$ cat src/rtl/mem_access_arbiter_pkg.sv
// mem_arb_pkg: shared types and constants for the memory access arbiter.
//   port_tag_t      - identifies which requester owns an in-flight read
//   WORD_BYTES      - bytes per memory word (one write-mask bit each)
//   MAX_MEM_LATENCY - largest supported memory read latency
//   read_tag()      - tag to push into the response tracker for a grant
package mem_arb_pkg;

  typedef enum logic [1:0] {
    PORT_NONE = 2'd0,
    PORT_I    = 2'd1,
    PORT_D    = 2'd2
  } port_tag_t;

  localparam int WORD_BYTES      = 4;
  localparam int MAX_MEM_LATENCY = 4;

  // Stores and idle cycles push PORT_NONE so they never produce a response.
  function automatic port_tag_t read_tag(input logic gnt_i, input logic gnt_d,
                                         input logic [WORD_BYTES-1:0] wmask);
    port_tag_t t;
    t = PORT_NONE;
    if (gnt_d) t = (wmask == '0) ? PORT_D : PORT_NONE;
    else if (gnt_i) t = PORT_I;
    return t;
  endfunction

endpackage

$ cat src/rtl/mem_access_arbiter_if.sv
// mem_access_arbiter_if: bundles the fetch (I) port, the load/store (D) port
// and the memory group bus.
//   slave  - arbiter view: takes requests and mem_read_data, drives readies,
//            responses and the memory address/mask/data.
//   master - environment view (requesters plus memory group).
interface mem_access_arbiter_if
  import mem_arb_pkg::*;
#(
  parameter int ADDR_W = 14
);
  // fetch port
  logic                    i_req_valid;
  logic                    i_req_ready;
  logic [ADDR_W-1:0]       i_req_addr;
  logic                    i_rsp_valid;
  logic [31:0]             i_rsp_data;
  // load/store port
  logic                    d_req_valid;
  logic                    d_req_ready;
  logic [ADDR_W-1:0]       d_req_addr;
  logic [WORD_BYTES-1:0]   d_req_write_mask;
  logic [31:0]             d_req_write_data;
  logic                    d_rsp_valid;
  logic [31:0]             d_rsp_data;
  // memory group
  logic [WORD_BYTES-1:0]   mem_write_mask;
  logic [ADDR_W-1:0]       mem_addr;
  logic [31:0]             mem_write_data;
  logic [31:0]             mem_read_data;

  modport slave (
    input  i_req_valid, i_req_addr,
    output i_req_ready, i_rsp_valid, i_rsp_data,
    input  d_req_valid, d_req_addr, d_req_write_mask, d_req_write_data,
    output d_req_ready, d_rsp_valid, d_rsp_data,
    output mem_write_mask, mem_addr, mem_write_data,
    input  mem_read_data
  );

  modport master (
    output i_req_valid, i_req_addr,
    input  i_req_ready, i_rsp_valid, i_rsp_data,
    output d_req_valid, d_req_addr, d_req_write_mask, d_req_write_data,
    input  d_req_ready, d_rsp_valid, d_rsp_data,
    input  mem_write_mask, mem_addr, mem_write_data,
    output mem_read_data
  );

endinterface

$ cat src/rtl/mem_access_arbiter_rsp_tracker.sv
// mem_arb_rsp_tracker: MEM_LATENCY-deep shift register of port tags.
// The tag pushed in the grant cycle reaches tag_o exactly MEM_LATENCY cycles
// later, lining up with mem_read_data for that read.
//   clk, rst  - clock, synchronous active-high reset (flushes to PORT_NONE)
//   tag_i     - tag of this cycle's grant
//   tag_o     - tag owning the current mem_read_data
module mem_arb_rsp_tracker
  import mem_arb_pkg::*;
#(
  parameter int MEM_LATENCY = 2
) (
  input  logic      clk,
  input  logic      rst,
  input  port_tag_t tag_i,
  output port_tag_t tag_o
);
  port_tag_t tags_q [MEM_LATENCY];
  port_tag_t tags_d [MEM_LATENCY];

  always_comb begin
    tags_d[0] = tag_i;
    for (int k = 1; k < MEM_LATENCY; k++) tags_d[k] = tags_q[k-1];
  end

  always_ff @(posedge clk) begin
    for (int k = 0; k < MEM_LATENCY; k++) begin
      if (rst) tags_q[k] <= PORT_NONE;
      else     tags_q[k] <= tags_d[k];
    end
  end

  assign tag_o = tags_q[MEM_LATENCY-1];

endmodule

$ cat src/rtl/mem_access_arbiter.sv
// mem_access_arbiter: shares the single-port 4-bank memory group between the
// instruction fetch port (I, read-only) and the load/store port (D).
// One grant per cycle; read responses are routed back by a tag tracker.
//   clk  - clock
//   rst  - synchronous active-high reset
//   bus  - mem_access_arbiter_if.slave (I/D request+response, memory bus)
// Optional macro MEM_ARB_ROUND_ROBIN_EN: alternate I/D on contention using a
// last-winner bit; otherwise D always beats I.
module mem_access_arbiter
  import mem_arb_pkg::*;
#(
  parameter int DATA_DEPTH  = 4096,
  parameter int ADDR_W      = 2 + $clog2(DATA_DEPTH),
  parameter int MEM_LATENCY = 2
) (
  input  logic                 clk,
  input  logic                 rst,
  mem_access_arbiter_if.slave  bus
);
  logic                  rst_dly_q;
  logic                  blk;
  logic                  contend;
  logic                  d_first;
  logic                  grant_i, grant_d;
  logic [ADDR_W-1:0]     mem_addr_q, mem_addr_d;
  logic [WORD_BYTES-1:0] wmask;
  logic [31:0]           wdata;
  port_tag_t             tag_in, tag_out;

  // Readies stay low during reset and the first cycle after it.
  always_ff @(posedge clk) rst_dly_q <= rst;
  assign blk     = rst | rst_dly_q;
  assign contend = bus.i_req_valid & bus.d_req_valid;

`ifdef MEM_ARB_ROUND_ROBIN_EN
  // last_i_q: 1 = I won the last contended grant, so D goes next.
  logic last_i_q, last_i_d;
  assign d_first = last_i_q;

  always_comb begin
    last_i_d = last_i_q;
    if (contend && !blk) last_i_d = grant_i;
  end

  always_ff @(posedge clk) begin
    if (rst) last_i_q <= 1'b1;
    else     last_i_q <= last_i_d;
  end
`else
  assign d_first = 1'b1;
`endif

  assign grant_d = ~blk & bus.d_req_valid & (~bus.i_req_valid | d_first);
  assign grant_i = ~blk & bus.i_req_valid & ~grant_d;

  assign bus.d_req_ready = grant_d;
  assign bus.i_req_ready = grant_i;

  // Memory drive; address holds its last granted value when idle.
  always_comb begin
    mem_addr_d = mem_addr_q;
    wmask      = '0;
    wdata      = '0;
    if (grant_d) begin
      mem_addr_d = bus.d_req_addr;
      wmask      = bus.d_req_write_mask;
      wdata      = bus.d_req_write_data;
    end else if (grant_i) begin
      mem_addr_d = bus.i_req_addr;
    end
  end

  always_ff @(posedge clk) begin
    if (rst) mem_addr_q <= '0;
    else     mem_addr_q <= mem_addr_d;
  end

  assign bus.mem_addr       = rst ? '0 : mem_addr_d;
  assign bus.mem_write_mask = wmask;
  assign bus.mem_write_data = wdata;

  assign tag_in = read_tag(grant_i, grant_d, bus.d_req_write_mask);

  mem_arb_rsp_tracker #(.MEM_LATENCY(MEM_LATENCY)) u_trk (
    .clk   (clk),
    .rst   (rst),
    .tag_i (tag_in),
    .tag_o (tag_out)
  );

  // Tail may still hold a stale tag in the reset cycle itself; mask it.
  always_comb begin
    bus.i_rsp_valid = 1'b0;
    bus.i_rsp_data  = '0;
    bus.d_rsp_valid = 1'b0;
    bus.d_rsp_data  = '0;
    if (!rst) begin
      if (tag_out == PORT_I) begin
        bus.i_rsp_valid = 1'b1;
        bus.i_rsp_data  = bus.mem_read_data;
      end
      if (tag_out == PORT_D) begin
        bus.d_rsp_valid = 1'b1;
        bus.d_rsp_data  = bus.mem_read_data;
      end
    end
  end

endmodule

$ cat src/flat_wrapper.sv
// flat-port wrapper written by rule: the top's interface ports become plain ports
module mem_access_arbiter_flat import mem_arb_pkg::*;
#(
  parameter int DATA_DEPTH  = 4096,
  parameter int ADDR_W      = 2 + $clog2(DATA_DEPTH),
  parameter int MEM_LATENCY = 2
)
  (clk, rst, bus_i_req_valid, bus_i_req_addr, bus_i_req_ready, bus_i_rsp_valid, bus_i_rsp_data, bus_d_req_valid, bus_d_req_addr, bus_d_req_write_mask, bus_d_req_write_data, bus_d_req_ready, bus_d_rsp_valid, bus_d_rsp_data, bus_mem_write_mask, bus_mem_addr, bus_mem_write_data, bus_mem_read_data);
  mem_access_arbiter_if #(.ADDR_W(ADDR_W)) bus_i ();
  input  logic clk;
  input  logic rst;
  input wire logic [$bits(bus_i.i_req_valid)-1:0] bus_i_req_valid;
  input wire logic [$bits(bus_i.i_req_addr)-1:0] bus_i_req_addr;
  output wire logic [$bits(bus_i.i_req_ready)-1:0] bus_i_req_ready;
  output wire logic [$bits(bus_i.i_rsp_valid)-1:0] bus_i_rsp_valid;
  output wire logic [$bits(bus_i.i_rsp_data)-1:0] bus_i_rsp_data;
  input wire logic [$bits(bus_i.d_req_valid)-1:0] bus_d_req_valid;
  input wire logic [$bits(bus_i.d_req_addr)-1:0] bus_d_req_addr;
  input wire logic [$bits(bus_i.d_req_write_mask)-1:0] bus_d_req_write_mask;
  input wire logic [$bits(bus_i.d_req_write_data)-1:0] bus_d_req_write_data;
  output wire logic [$bits(bus_i.d_req_ready)-1:0] bus_d_req_ready;
  output wire logic [$bits(bus_i.d_rsp_valid)-1:0] bus_d_rsp_valid;
  output wire logic [$bits(bus_i.d_rsp_data)-1:0] bus_d_rsp_data;
  output wire logic [$bits(bus_i.mem_write_mask)-1:0] bus_mem_write_mask;
  output wire logic [$bits(bus_i.mem_addr)-1:0] bus_mem_addr;
  output wire logic [$bits(bus_i.mem_write_data)-1:0] bus_mem_write_data;
  input wire logic [$bits(bus_i.mem_read_data)-1:0] bus_mem_read_data;
  assign bus_i.i_req_valid = bus_i_req_valid;
  assign bus_i.i_req_addr = bus_i_req_addr;
  assign bus_i_req_ready = bus_i.i_req_ready;
  assign bus_i_rsp_valid = bus_i.i_rsp_valid;
  assign bus_i_rsp_data = bus_i.i_rsp_data;
  assign bus_i.d_req_valid = bus_d_req_valid;
  assign bus_i.d_req_addr = bus_d_req_addr;
  assign bus_i.d_req_write_mask = bus_d_req_write_mask;
  assign bus_i.d_req_write_data = bus_d_req_write_data;
  assign bus_d_req_ready = bus_i.d_req_ready;
  assign bus_d_rsp_valid = bus_i.d_rsp_valid;
  assign bus_d_rsp_data = bus_i.d_rsp_data;
  assign bus_mem_write_mask = bus_i.mem_write_mask;
  assign bus_mem_addr = bus_i.mem_addr;
  assign bus_mem_write_data = bus_i.mem_write_data;
  assign bus_i.mem_read_data = bus_mem_read_data;
  mem_access_arbiter #(.DATA_DEPTH(DATA_DEPTH), .ADDR_W(ADDR_W), .MEM_LATENCY(MEM_LATENCY)) u_core (.clk(clk), .rst(rst), .bus(bus_i));
endmodule
$ cat config.mk
export PLATFORM = sky130hd
export DESIGN_NAME = mem_access_arbiter_flat
export DESIGN_NICKNAME = d
export VERILOG_FILES = /design/src/rtl/mem_access_arbiter_pkg.sv /design/src/rtl/mem_access_arbiter_if.sv /design/src/rtl/mem_access_arbiter_rsp_tracker.sv /design/src/rtl/mem_access_arbiter.sv /design/src/flat_wrapper.sv
export SDC_FILE = /design/constraint.sdc
export NUM_CORES = 1
export LEC_CHECK = 0
export ABC_AREA = 1
export CAP_MARGIN = 20
export CORE_MARGIN = 2
export CORE_UTILIZATION = 25
export DETAILED_ROUTE_END_ITERATION = 7
export GPL_ROUTABILITY_DRIVEN = 0
export PLACE_DENSITY = 0.82
export SLEW_MARGIN = 0
export SYNTH_ARGS = -nofsm -noshare
export SYNTH_HDL_FRONTEND = slang
export SYNTH_SLANG_ARGS = --single-unit
$ cat constraint.sdc
create_clock -name clk -period 1.6 [get_ports clk]
set_input_delay 0.4 -clock clk [delete_from_list [all_inputs] [get_ports clk]]
set_output_delay 0.4 -clock clk [all_outputs]
set_load 0.01 [all_outputs]
## After elaboration in Yosys (flattened, before gate mapping)

Memories as Yosys holds them, arrays and structs flattened.
Index checks and enable logic that the tools add are counted.

| operators by class | value |
|---|---|
| eq/ne operators | 2 |
| multiplexer cells | 21 |
| reduce and logical (&&, ||, !) cells | 1 |
| bitwise gates (word level) | 8 |

Operator list:

| operator | count |
|---|---|
| 32-bit two-way mux | 5 |
| 14-bit two-way mux | 3 |
| 1-bit two-way mux | 8 |
| 2-bit two-way mux | 4 |
| 4-bit zero test | 1 |
| 4-bit two-way mux | 1 |
| 1-bit bitwise AND | 3 |
| 1-bit OR | 3 |
| 2-bit by 1-bit == test with 1-bit output, second input constant | 1 |
| 2-bit == test, second input constant | 1 |
| 1-bit inverter | 2 |

| storage, ports and cells | value |
|---|---|
| input bits | 100 |
| word-level logic and storage cells | 35 |
| register bits | 15 |
| bits in writable memories | 4 |
| memories | 1 |

Memories:

| name | depth | bits a word | rd ports | clocked after Yosys merged registers in | wr ports | line | RTL |
|---|---|---|---|---|---|---|---|
| u_core.u_trk.tags_q | 2 | 2 | 2 | 0 | 2 | mem_access_arbiter_rsp_tracker.sv:17 | `port_tag_t tags_q [MEM_LATENCY];` |

## Longest topological paths before layout

Gate-level depths: netlist of run 1.

| logic depth | value |
|---|---|
| depth after elaboration | 8 |
| depth in mapped cells | 7 |
| mapped depth without buffers | 6 |

## By module

From an unflattened synthesis of run 1, not the netlist that was laid out.

| second synthesis, totals | value |
|---|---|
| cells, all modules | 328 |
| area total of the unflattened synthesis | 1672.9 µm² |

By module, submodules not included:

| module | area each (µm²) | times used | seq. area each (µm²) | cells an instance |
|---|---|---|---|---|
| mem_access_arbiter | 1562.7 | 1 | 300.3 | 316 |
| mem_arb_rsp_tracker | 110.1 | 1 | 80.1 | 12 |

## Least setup slack after synthesis of run 1

No wires, ideal clock.

| timing | value |
|---|---|
| kind | input -> output |
| start | input port bus_i_req_valid |
| end | output port bus_mem_addr[12] |
| cell stages on the path | 7 |
| required time | 1.200 ns |
| arrival time | 1.075 ns |
| path slack | 0.125 ns |
| cell sequence | inv_1 nor2_2 nand2_2 buf_6 nand2_1 nand3_1 nand2_1 |

| on the way | value |
|---|---|
| word-level cells in the longest chain between the ends | 5 |

Ends and longest elaborated chain:

| item | line | RTL |
|---|---|---|
| start, declared | flat_wrapper.sv:12 | `input wire logic [$bits(bus_i.i_req_valid)-1:0] bus_i_req_valid;` |
| 1-bit bitwise AND (2 in series) | mem_access_arbiter.sv:54 | `assign grant_i = ~blk & bus.i_req_valid & ~grant_d;` |
| 14-bit two-way mux | mem_access_arbiter.sv:68 | `end else if (grant_i) begin` |
| 14-bit two-way mux | mem_access_arbiter.sv:64 | `if (grant_d) begin` |
| 14-bit two-way mux | mem_access_arbiter.sv:78 | `assign bus.mem_addr = rst ? '0 : mem_addr_d;` |
| end, declared | flat_wrapper.sv:25 | `output wire logic [$bits(bus_i.mem_addr)-1:0] bus_mem_addr;` |

Every way passes these cells.

## Worst setup path after layout of run 1

| timing | value |
|---|---|
| start | register u_core.rst_dly_q |
| end | output port bus_mem_addr[8] |

| on the way | value |
|---|---|
| word-level cells in the longest chain between the ends | 8 |

Ends and longest elaborated chain:

| item | line | RTL |
|---|---|---|
| start, declared | mem_access_arbiter.sv:20 | `logic rst_dly_q;` |
| start signal, assigned | mem_access_arbiter.sv:31 | `always_ff @(posedge clk) rst_dly_q <= rst;` |
| 1-bit OR * | mem_access_arbiter.sv:32 | `assign blk = rst \| rst_dly_q;` |
| 1-bit inverter * | mem_access_arbiter.sv:53, mem_access_arbiter.sv:54 |  |
| 1-bit bitwise AND | mem_access_arbiter.sv:53 | `assign grant_d = ~blk & bus.d_req_valid & (~bus.i_req_valid \| d_first);` |
| 1-bit inverter | mem_access_arbiter.sv:54 |  |
| 1-bit bitwise AND | mem_access_arbiter.sv:54 |  |
| 14-bit two-way mux | mem_access_arbiter.sv:68 |  |
| 14-bit two-way mux * | mem_access_arbiter.sv:64 |  |
| 14-bit two-way mux * | mem_access_arbiter.sv:78 |  |

Every way passes the cells marked *; elsewhere a longest branch is shown, timed or not.

==> reports/results.txt, run 1 <==
Outcome - complete, but fails checks
Failing checks - setup timing
Post-synthesis sequential area ratio - 23.4%
CP max stage delay - 340 ps
Placed Area - 3930 um2
Register area - 387 um2
HP Start - rst
Achievable Freq - 0.529 GHz
Die area - 7170 um2
Slowest CP cell - dfxtp_2
Worst VDD drop - 0.684 mV
Detailed placer's ending HPWL - 5700 um
Cell taking the most area after synthesis - inv_1
Pwr/cell area - 312 nW/um2
Endpoint class of the critical path - primary output
Grt total ovfl - 0
Synth Warn # - 0
Largest net degree at the start of global routing - 20
Clk sinks - 19
Starting Density - 25.8%
Die Y - 84.7 um
Pre-CTS WS - -968 ps
Worst R2R Start - u_core.rst_dly_q
Fin area - 5530 um2
Worst Path Arrival - 1490 ps
Critical-path cell list - nor2_4, buf_6, buf_12, nand3_2, nand3_1, nand2_1, buf_2
Critical path required time - 1200 ps
Lkg Pwr - 2.69 nW
Final Util - 87.6%
Area delta synth->final - 240%
Core ar. - 6310 um2
WP buf/inv - 3
Max-slew violations - 0
Crit path launch type - flop
Hold WS - 362 ps
Count leader, synth - inv_1
First drt pass iteration count - 5
FP Rows - 29
Crit Path Max Fanout - 7
Min Tclk post-route - 1890 ps
Hold Path Class - input pin to flop
IO Count - 218
DRC violations left - 0
Port Buffer Count - 217
R2r worst-path depth - 8
Routed len/inst - 17.9 um
Clock transition at path regs - 80 ps
Worst-Margin Slew - 200 ps
EDFF count, synth - 0
Max Root-Sink Buffers - 2
CTS tree - built
Hold endpoint - u_core.rst_dly_q
Yosys reg bits - 19
Syn Nets - 423
Final net count - 678
Total wire length - 11700 um
Setup ws final - -291 ps
Clock root cell - clkbuf_8
Worst flop-to-flop path endpoint - u_core.mem_addr_q[4]
Commonest register cell after synthesis - dfxtp_1
Cell Area, Synth - 1630 um2
Maxcap violations - 0
Num CTS Buffers - 3
Synth top area cells - inv_1 24%, nor2_1 24%, dfxtp_1 23%
Post-route setup TNS - -13320 ps
Family with the most delay on the worst path - buffers and inverters
Antenna Cells - 0
Via/cell ratio - 4.71
Count of final hold-check violations - 0
Final Cycle Share - 118%
Post-synthesis instance total - 323
Initial drt markers - 64
Initial antenna violation count - 0
Distinct cells, synth - 14
Unrepaired setup endpoints after global routing - true
Final setup vio count - 117
Layout cells sized above 1 - 55.3%
Vias in the first global route - 2900
Via count - 3078
Fill cells - 292
Top cell type's share of synthesized area - 24.5%
Skew final - 1.85 ps
Width of the die - 84.7 um
H-tree levels - 1
Area taken by multi-input logic gates - 1640 um2
First-pass GRT wire length - 13600 um
Slew HR - 86.7%
Worst skew pair latency - 260 ps
Final ANT Viol Nets - 0
# hold bufs at CTS - 0
Synth cell count leaders - 106 x inv_1, 104 x nor2_1, 43 x nand2_1
Setup CP Type - flop to primary output
Worst hold stages - 1
Syn avg cell area - 5.04 um2
GRT Overall Usage - 23.1%
Reg2reg setup slack - 220 ps
Asr flop ratio synth - 0%
-- routing by layer --
metal | vias up | wire length [um] | part of all wire, % | global-route usage [%]
met5 | - | 0 | 0 | 0
met4 | 0 | 401 | 3.4 | 7.36
met3 | 36 | 846 | 7.2 | 5.60
met2 | 176 | 6600 | 56 | 45.2
met1 | 1467 | 3880 | 33 | 23.8
li1 | 1399 | - | - | -
-- state kept, by name (all words and copies together), names as in the netlist --
name and count:
u_core.mem_addr_q 14, u_core.rst_dly_q 1, u_core.u_trk.tags_q 4
-- logic make-up after synthesis --
family | Yosys count | share of synthesized area, %
AO/OA/AOI/OAI | 1 | 0.539
buffers and inverters | 122 | 31.0
flip-flops | 19 | 23.4
AND/OR/NAND/NOR | 181 | 45.1
-- through the flow --
stage	power [mW]	cells
final	1.73	654
after global routing	1.80	654
after CTS	1.49	640
after detailed placement	1.09	613
after global placement	1.08	613
after floorplan	0.697	323
-- cell type report --
cell class              instances  area share [%]
clock buffers                   3           0.747
clock inverters                 1          0.0905
inverters                     107            7.53
multi-input cells             183            29.7
flip-flops and latches         19            6.99
well taps                      77            1.74
repair buffers                263            52.9
repair inverters                1           0.294
-- how the worst max path moves through the flow --
stage | startpoint | endpoint | slack (ps) | cells past startpoint
2_1_floorplan | bus_i_req_valid | bus_mem_addr[12] | 130 | 7
3_3_place_gp | rst | bus_mem_addr[5] | -880 | 7
3_5_place_dp | rst | bus_mem_addr[5] | -970 | 7
4_1_cts | u_core.rst_dly_q | bus_mem_addr[13] | -190 | 7
5_1_grt | u_core.rst_dly_q | bus_mem_addr[8] | -350 | 7
6_report | u_core.rst_dly_q | bus_mem_addr[8] | -290 | 7
-- layout by cell type (no fill, tap or decap), types with 8 or more instances in the layout --
master	instances
nand2_2	13
buf_2	25
buf_6	105
nand3_2	21
dfxtp_1	16
buf_12	8
nor2_4	86
inv_1	100
buf_4	11
nor2_1	13
clkdlybuf4s50_1	96
nand2_1	29
-- worst reg2reg max path, stage by stage, from the launching register on --
cell and delay, ps:
dfxtp_2 340, nor2_4 170, buf_6 160, buf_16 140, nand3_2 80, nand3_2 70
nand2_2 60, buf_4 130, buf_4 120
-- power by group --
part | internal (mW) | leakage [nW] | switching [mW]
Sequential | 0.498 | 0.157 | 0.00993
Combinational | 0.470 | 2.51 | 0.400
Clock | 0.174 | 0.0255 | 0.177
Total | 1.14 | 2.69 | 0.587
-- repair_timing --
action | CTS | global route
endpoints found under the setup margin | 118 | 117
cloned | 10 | 9
setup buffers | 13 | 8
resized for setup | 591 | 264
pin swaps | 36 | 17
No activity file was read; power rests on OpenSTA's default activity.
==> run 2: changes to the inputs <==
--- a/config.mk
+++ b/config.mk
@@ -12,7 +12,8 @@
 export DETAILED_ROUTE_END_ITERATION = 7
 export GPL_ROUTABILITY_DRIVEN = 0
 export PLACE_DENSITY = 0.82
-export SLEW_MARGIN = 0
+export SLEW_MARGIN = 10
 export SYNTH_ARGS = -nofsm -noshare
 export SYNTH_HDL_FRONTEND = slang
 export SYNTH_SLANG_ARGS = --single-unit
+export TNS_END_PERCENT = 100
==> results of run 2 <==
No change in the layout: final DEF, timing and power equal those of run 1.
==> run 3: changes to the inputs <==
--- a/config.mk
+++ b/config.mk
@@ -5,10 +5,10 @@
 export SDC_FILE = /design/constraint.sdc
 export NUM_CORES = 1
 export LEC_CHECK = 0
-export ABC_AREA = 1
 export CAP_MARGIN = 20
+export CORE_ASPECT_RATIO = 0.9
 export CORE_MARGIN = 2
-export CORE_UTILIZATION = 25
+export CORE_UTILIZATION = 23
 export DETAILED_ROUTE_END_ITERATION = 7
 export GPL_ROUTABILITY_DRIVEN = 0
 export PLACE_DENSITY = 0.82
==> run 3 against run 2 <==
  * The flow still finishes with violations (setup timing)
  * Count of clock-buffer cells in the layout is 1 higher
  * Sequential cell count is the same
  * First-iteration DRC count decreased by 30%
  * Final cell count down 18%
  * Total power is 10% lower
  * Largest cell class unchanged
  * Largest power group unchanged
  * Highest routed layer unchanged
==> reports/results.txt, run 3 <==
Outcome - complete, but fails checks
Failing checks - setup timing
Commonest register cell after synthesis - dfxtp_1
Total wire length - 9430 um (-20%)
Count of final hold-check violations - 0 (unchanged)
Critical-path cell list - nor4b_4, buf_6, buf_6, buf_4, mux2i_2, o21ai_2, buf_2
# hold bufs at CTS - 0 (unchanged)
Die area - 6880 um2 (-4.1%)
Post-synthesis sequential area ratio - 26.6% (+3.2 points)
H-tree levels - 1 (unchanged)
Max reg flops - 14 (unchanged)
Crit Path Max Fanout - 4 (-3)
Synth Warn # - 0 (unchanged)
Unrepaired setup endpoints after global routing - true
Area delta synth->final - 248%
Clock root cell - clkbuf_8
Top cell type's share of synthesized area - 44.1% (+20 points)
Final net count - 567 (-16%)
Worst Path Arrival - 1760 ps (+270 ps)
Pint - 1.13 mW (-0.93%)
Largest net degree at the start of global routing - 15 (-25%)
Achievable Freq - 0.464 GHz (-12%)
Sequential power share - 33.2% (+3.8 points)
Port Buffer Count - 217 (unchanged)
Setup CP Type - flop to primary output
Min Tclk post-route - 2160 ps (+266 ps)
Switching share of total power - 27.1% (-6.8 points)
Endpoint class of the critical path - primary output
DRC violations left - 0 (unchanged)
Num CTS Buffers - 3 (unchanged)
Worst-Margin Slew - 238 ps (+37.9 ps)
Core ar. - 6080 um2 (-3.7%)
Detailed placer's ending HPWL - 5280 um (-7.5%)
Via/cell ratio - 4.48 (-4.7%)
First-pass GRT wire length - 12800 um (-6.3%)
Routed len/inst - 17.5 um (-2.3%)
Count leader, synth - and2_1
GR peak layer - met2
IO Count - 218 (unchanged)
Lkg Pwr - 2.31 nW (-14%)
Hold WS - 258 ps (-104 ps)
Most used cell, CP - buf_6
Worst hold stages - 1 (unchanged)
Clock transition at path regs - 80 ps (about the same)
Worst skew pair latency - 270 ps (about the same)
Worst R2R Start - u_core.rst_dly_q
R2r worst-path depth - 6 (-2)
Clock power share - 22.7% (+2.4 points)
Maxcap violations - 0 (unchanged)
Cell taking the most area after synthesis - and2_1
Initial antenna violation count - 0 (unchanged)
Commonest cells after routing, fill and taps aside - 138 x buf_6, 96 x clkdlybuf4s50_1, 88 x and2_4, 27 x buf_2, 16 x dfxtp_1
Met1 Use GR - 23.0% (-0.78 points)
Commonest non-fill, non-tap cell in the layout - buf_6
Syn Nets - 285 (-33%)
CP max stage delay - 360 ps (+20 ps)
Via count - 2412 (-22%)
HP Start - rst
Initial drt markers - 45 (-30%)
Width of the die - 87.2 um (+3.0%)
Biggest register - u_core.mem_addr_q
Slew HR - 83.9% (-2.7 points)
Clk sinks - 19 (unchanged)
Distinct cells, synth - 17 (+3)
Synth top area cells - and2_1 44%, dfxtp_1 27%, mux2i_1 9.8%
M2 GR Usage - 48.9% (+3.7 points)
GRT Overall Usage - 23.8% (+0.67 points)
FP Rows - 27 (-6.9%)
Vias in the first global route - 2494 (-14%)
Slowest CP cell - dfxtp_4
Net Sw Power - 421 uW (-28%)
Syn avg cell area - 7.74 um2 (+54%)
Crit path launch type - flop
Post-synthesis instance total - 185 (-43%)
Die Y - 78.9 um (-6.8%)
Final setup vio count - 118 (+0.85%)
Synth cell count leaders - 101 x and2_1, 19 x dfxtp_1, 14 x mux2i_1, 14 x nand2_1
Antenna Cells - 0 (unchanged)
Final Cycle Share - 135% (+17 points)
Largest regs - u_core.mem_addr_q x14, u_core.u_trk.tags_q x4, u_core.rst_dly_q x1
Layout cells sized above 1 - 68.7% (+13 points)
Cell Area, Synth - 1430 um2 (-12%)
Combinational share of power - 44.0% (-6.4 points)
Setup ws final - -557 ps (-266 ps)
First drt pass iteration count - 4 (-1)
Max-slew violations - 0 (unchanged)
CTS tree - built
Hold endpoint - u_core.rst_dly_q
Pwr/cell area - 311 nW/um2 (-0.45%)
M3 GR Usage - 5.61% (+0.0086 points)
Yosys reg bits - 19 (unchanged)
Critical path required time - 1200 ps (about the same)
Hold Path Class - input pin to flop
Placed Area - 3790 um2 (-3.4%)
Skew final - 7.22 ps (+5.37 ps)
Pwr Total - 1.55 mW (-10%)
Worst VDD drop - 0.547 mV (-20%)
Post-route setup TNS - -39570 ps (-26250 ps)
Grt total ovfl - 0 (unchanged)
EDFF count, synth - 0 (unchanged)
Fin area - 4990 um2 (-9.8%)
Reg2reg setup slack - 80 ps (-140 ps)
Final ANT Viol Nets - 0 (unchanged)
Worst flop-to-flop path endpoint - u_core.mem_addr_q[9]
Max Root-Sink Buffers - 2 (unchanged)
Starting Density - 23.6% (-2.2 points)
Asr flop ratio synth - 0% (unchanged)
==> run 3: timing repair <==
action	CTS	global route
pin swaps	69	32
cloned	14	0
setup endpoints to repair	132	118
gates resized for setup	638	137
setup buffers	53	13
==> run 3: layout make-up <==
type | count | area (um2)
fill | 355 | 1090
sequential | 19 | 387
multi-input combinational | 152 | 1410
tap | 72 | 90.1
clock buffer | 4 | 45.0
timing repair buffer | 291 | 3060
==> run 3: critical path, delay by kind of cell, from the launching register on <==
kind	cells	cell delay, ps
AOI/OAI and AO/OA	1	90
and+or+nand+nor	1	280
muxes	1	220
buffers and inverters	4	550
DFF	1	360
==> run 3: cell families after synthesis <==
group	share of synthesized area, %
AO/OA/AOI/OAI	5.15
buffers and inverters	4.80
flip-flops	26.5
multiplexers	9.78
AND/OR/NAND/NOR	53.7
==> run 3: worst max path at each step <==
stage	start	end	slack (ps)	cells past startpoint
CTS	u_core.rst_dly_q	bus_mem_addr[13]	-520	6
detailed placement	rst	bus_mem_addr[9]	-1160	5
global placement	rst	bus_mem_addr[12]	-1130	5
floorplan	rst	bus_mem_addr[10]	-280	5
global route	u_core.rst_dly_q	bus_mem_addr[13]	-630	7
finish	u_core.rst_dly_q	bus_mem_addr[13]	-560	7
==> run 3: metrics by stage <==
step / utilization [%] / setup slack, ps / std cells
after floorplan: - / -280 / 185
after global placement: 62.4 / -1130 / 469
after detailed placement: 62.4 / -1160 / 469
after CTS: 76.7 / -517 / 539
after global routing: 82.1 / -632 / 538
final: 82.1 / -557 / 538
==> run 3: per-layer routing <==
layer	vias up	wire length, um
met3	16	736
met4	0	201
li1	1161	-
met1	1106	3020
met2	129	5470
met5	-	0
==> run 3: power by group through the flow <==
stage | Clock (mW) | Sequential (mW) | Combinational, mW
floorplan | 0 | 0.515 | 0.139
global placement | 0 | 0.518 | 0.505
detailed placement | 0 | 0.518 | 0.513
CTS | 0.340 | 0.510 | 0.619
global route | 0.369 | 0.517 | 0.719
finish | 0.353 | 0.516 | 0.683
